File: src/rtl/nibble_serial_adder_pkg.sv
// nibble_serial_adder_pkg: shared state encoding, slice width and counter sizing
// for the nibble-serial adder.
package nibble_serial_adder_pkg;

   localparam int NIB_W = 4;

   typedef enum logic [1:0] {
      IDLE = 2'd0,
      RUN  = 2'd1,
      DONE = 2'd2
   } state_t;

   function automatic int cnt_w(input int nibbles);
      return (nibbles > 1) ? $clog2(nibbles) : 1;
   endfunction

endpackage

File: src/rtl/nibble_serial_adder_add4.sv
// nibble_add4: combinational 4-bit adder slice; c3 is the carry into bit 3,
// which the top needs to derive two's-complement overflow.
module nibble_add4 (
   input  logic [3:0] a,
   input  logic [3:0] b,
   input  logic       ci,
   output logic [3:0] s,
   output logic       co,
   output logic       c3
);

   logic [3:0] lo;

   assign lo      = {1'b0, a[2:0]} + {1'b0, b[2:0]} + {3'b000, ci};
   assign c3      = lo[3];
   assign {co, s} = {1'b0, a} + {1'b0, b} + {4'b0000, ci};

endmodule

File: src/rtl/nibble_serial_adder.sv
// nibble_serial_adder: WIDTH-bit adder that processes one nibble per clock, LSB first,
// through a single 4-bit slice with a registered carry, behind valid/ready handshakes.
module nibble_serial_adder
   import nibble_serial_adder_pkg::*;
#(
   parameter int WIDTH = 16
) (
   input  logic             clk,
   input  logic             rst,
   input  logic             in_valid,
   output logic             in_ready,
   input  logic [WIDTH-1:0] a,
   input  logic [WIDTH-1:0] b,
   input  logic             cin,
   output logic             out_valid,
   input  logic             out_ready,
   output logic [WIDTH-1:0] sum,
   output logic             cout,
   output logic             ovf
);

   localparam int NIBBLES = WIDTH / NIB_W;
   localparam int CNT_W   = cnt_w(NIBBLES);

   state_t           state_q, state_d;
   logic [CNT_W-1:0] cnt_q, cnt_d;
   logic             carry_q, carry_d;
   logic             c3_q, c3_d;
   logic [WIDTH-1:0] a_q, a_d;
   logic [WIDTH-1:0] b_q, b_d;
   logic [WIDTH-1:0] res_q, res_d;
   logic [3:0]       s4;
   logic             co4;
   logic             c34;
   logic             last;

   nibble_add4 u_slice (
      .a (a_q[3:0]),
      .b (b_q[3:0]),
      .ci(carry_q),
      .s (s4),
      .co(co4),
      .c3(c34)
   );

   assign last      = cnt_q == CNT_W'(NIBBLES - 1);
   assign in_ready  = state_q == IDLE;
   assign out_valid = state_q == DONE;
   assign sum       = res_q;
   assign cout      = carry_q;
   assign ovf       = c3_q ^ carry_q;

   // Result fills from the top so the first (LSB) nibble ends up at bit 0 after NIBBLES shifts.
   always_comb begin
      state_d = state_q;
      cnt_d   = cnt_q;
      carry_d = carry_q;
      c3_d    = c3_q;
      a_d     = a_q;
      b_d     = b_q;
      res_d   = res_q;
      if (state_q == IDLE && in_valid) begin
         state_d = RUN;
         a_d     = a;
         b_d     = b;
         carry_d = cin;
         cnt_d   = '0;
      end else if (state_q == RUN) begin
         res_d   = (res_q >> NIB_W) | (WIDTH'(s4) << (WIDTH - NIB_W));
         a_d     = a_q >> NIB_W;
         b_d     = b_q >> NIB_W;
         carry_d = co4;
         cnt_d   = last ? cnt_q : cnt_q + CNT_W'(1);
         c3_d    = last ? c34 : c3_q;
         state_d = last ? DONE : RUN;
      end else if (state_q == DONE && out_ready) begin
         state_d = IDLE;
      end
   end

   always_ff @(posedge clk) begin
      if (rst) begin
         state_q <= IDLE;
         cnt_q   <= '0;
         carry_q <= 1'b0;
         c3_q    <= 1'b0;
         a_q     <= '0;
         b_q     <= '0;
         res_q   <= '0;
      end else begin
         state_q <= state_d;
         cnt_q   <= cnt_d;
         carry_q <= carry_d;
         c3_q    <= c3_d;
         a_q     <= a_d;
         b_q     <= b_d;
         res_q   <= res_d;
      end
   end

endmodule

File: config.mk
export PLATFORM = sky130hd
export DESIGN_NAME = nibble_serial_adder
export DESIGN_NICKNAME = d
export VERILOG_FILES = /design/src/rtl/nibble_serial_adder_pkg.sv /design/src/rtl/nibble_serial_adder_add4.sv /design/src/rtl/nibble_serial_adder.sv
export SDC_FILE = /design/constraint.sdc
export NUM_CORES = 1
export LEC_CHECK = 0
export BUFFER_PORTS_ARGS = -buffer_cell sky130_fd_sc_hd__buf_2
export CORE_ASPECT_RATIO = 1.4
export CORE_MARGIN = 5
export CORE_UTILIZATION = 50
export DETAILED_ROUTE_END_ITERATION = 8
export PLACE_DENSITY = 0.82
export SLEW_MARGIN = 10
export SYNTH_ARGS = -nofsm -noshare
export SYNTH_HDL_FRONTEND = slang
export SYNTH_SLANG_ARGS = --single-unit
File: constraint.sdc
create_clock -name clk -period 1.92 [get_ports clk]
set_clock_uncertainty 0.05 [all_clocks]
set_input_delay 0.192 -clock clk [delete_from_list [all_inputs] [get_ports clk]]
set_output_delay 0.192 -clock clk [all_outputs]
set_load 0.01 [all_outputs]
==> results.cfg <==
[timing]
fmax_ghz = 0.5510
drv_slew = 0
fin_crit_sh_pct = 94.52
totalNegativeSetupSlack_ns = 0
slew_headroom_pct = 70.30
worst_pin_slew_ns = 0.4455
finalSetupViolations = 0
rsz0062_at_grt = false
timing.final.ws_setup_ns = 0.1052
min_period_ns = 1.815
hold_violations = 0

[final_layout]
seq_area_sq_um = 1084
nNetsFinal = 422
antennaDiodeCount = 0
drive_gt1_share_pct = 22.96
fin_area_sq_um = 3161
multiInputGateArea_sq_um = 1440
fill_cells = 493
syn_to_final_growth_pct = 12.37

[clock_tree]
cts_buffer_depth = 2
ctsHoldBuffers = 0
insertion_delay_ns = 0.31
cts.sinks = 54
cts.clk_slew.worst_paths_ns = 0.09
cts_tree = built
cts_setup_buffers = 0
htreeDepth = 2
cts-root-buf = clkbuf_8
cts_buffers = 5

[routing]
dr.max_layer_used = met4
wl_met2_microns = 3163
ant_nets = 0
vias_per_cell = 5.492
vias = 2455
routed_wl_microns = 6199
wl_met1_microns = 2606
dr_wl_met3_microns = 347
detail_route.wl_per_cell_microns = 13.87
drc = 0
dr.pass1.iters = 4
drt_iter0_drc = 84

[synthesis]
synth_seq_area_share_pct = 38.43
yosysMostFrequentCell = a21oi_1
yosysUniqueCellTypes = 40
synth_seq_cells = 54
synth_area_leader_cell = dfxtp_1
synth_area_sq_um = 2813
synth_edf_count = 0
synthFlopType = dfxtp_1
async_flop_share_pct = 0
synth_common_cells = a21oi_1, dfxtp_1, nor2_1
ys_warn_count = 0
netlist.area_leader.share_pct = 38.43
synthCells = 337
syn_avg_cell_area_sq_um = 8.346
synth_nets = 380
synth_area_leaders = dfxtp_1, a21oi_1, o221a_1, nor2_1, nand2_1

[critical_path]
crit_path_end_kind = register
arrival_ns = 2.00
reg2reg_slack_ns = 0.11
r2r-start = cout
crit_fanout = 4
cp-startpoint = cout
required_ns = 2.11
cp-start-kind = register
crit_type = register to register

[hold_path]
hold_path.class = input port to register
hp-start = a[15]

[grt]
grt_usage_pct = 17.91
antenna_found_initial = 0
grt_max_degree = 47
grt_pass1_vias = 2230
grt_first_pass_wirelength_microns = 10480
overflow = 0

[floorplanning]
rows = 32
die_w_microns = 73.39
fp.dieH_microns = 98.75
initial_core_util_pct = 51.28
io_pins = 57
dieArea_sq_um = 7247
core_sq_um = 5485

[placement]
place_area_sq_um = 3077
numPortBuffers = 56
place_hpwl_microns = 4459
gp_congestion = 0.8840
dp_slack_ns = 0.02109

[run]
maxCapViolCount = 0

[pwr]
power_uw = 2284
cellLeakagePower_uw = 0.001325
p_per_area_nw_per_um2 = 722.8
vdd_drop_max_uv = 448.8

[run_status]
status = completed
routing by layer:
metal	up-vias	global-route usage, %
met2	59	29.98
met3	5	3.469
met4	0	5.439
met5	-	0
li1	1240	-
met1	1151	22.99
logic make-up after synthesis:
| family | share of synthesized area [%] |
|---|---|
| AOI/OAI and AO/OA | 27.62 |
| and+or+nand+nor | 18.99 |
| DFF | 38.43 |
| buffers and inverters | 10.45 |
| adders and majority gates | 3.203 |
| xor gates and xnor gates | 0.9343 |
| muxes | 0.3559 |
placed cells by master, fill, tap and decap left out, drive strengths merged, types with 2 or more instances in the layout:
cell,synthesis,routed
xnor2,2,2
o221a,19,19
inv,23,23
a21oi,63,63
nand2b,9,9
dfxtp,54,54
a22o,4,4
nor3,2,2
a21o,6,6
buf,26,65
nor3b,4,4
clkbuf,4,6
nand2,32,32
a211oi,7,7
nor2b,2,2
nor2,51,51
a22oi,3,3
ha,4,4
nand3b,7,7
fa,2,2
critical path: stages, from the launching register on:
cell	delay (ns)
dfxtp_2	0.37
inv_1	0.07
fa_1	0.47
fa_2	0.38
nor2b_1	0.13
o221ai_1	0.13
a21oi_1	0.15
metrics by stage:
stage	std cells	hold slack (ns)	utilization [%]
after floorplan	337	0.3028	-
after global placement	440	0.3915	56.09
after detailed placement	440	0.4006	56.09
after CTS	447	0.08471	57.57
after global routing	447	0.09726	57.62
final	447	0.08016	57.62
power breakdown:
| part | switching [uW] | internal [uW] | total [uW] |
|---|---|---|---|
| logic | 226 | 198 | 423 |
| clock network | 364 | 251 | 615 |
| registers | 53.0 | 1190 | 1250 |
sequential cells by signal (all words and copies together), names as in the netlist:
register,flops
state_q,2
b_q,16
c3_q,1
cnt_q,2
a_q,16
sum,16
cout,1
worst paths after layout:
check / to / cells after the start
setup / recovery: cout / 6
setup reg to reg: cout / 6
hold reg to reg: sum[0] / 2
hold / removal: a_q[15] / 3
layout make-up:
type	count	area share (%)
Clock buffer	6	2.296
Clock inverter	1	0.2375
Inverter	23	2.732
Multi-Input combinational cell	230	45.57
Sequential cell	54	34.28
Tap cell	68	2.692
Timing Repair Buffer	65	12.19
repair_timing:
item,4_1_cts,5_1_grt
cloned,0,0
setup endpoints to repair,1,2
resized for setup,1,1
Note: power is estimated with default switching activity, not from simulation.
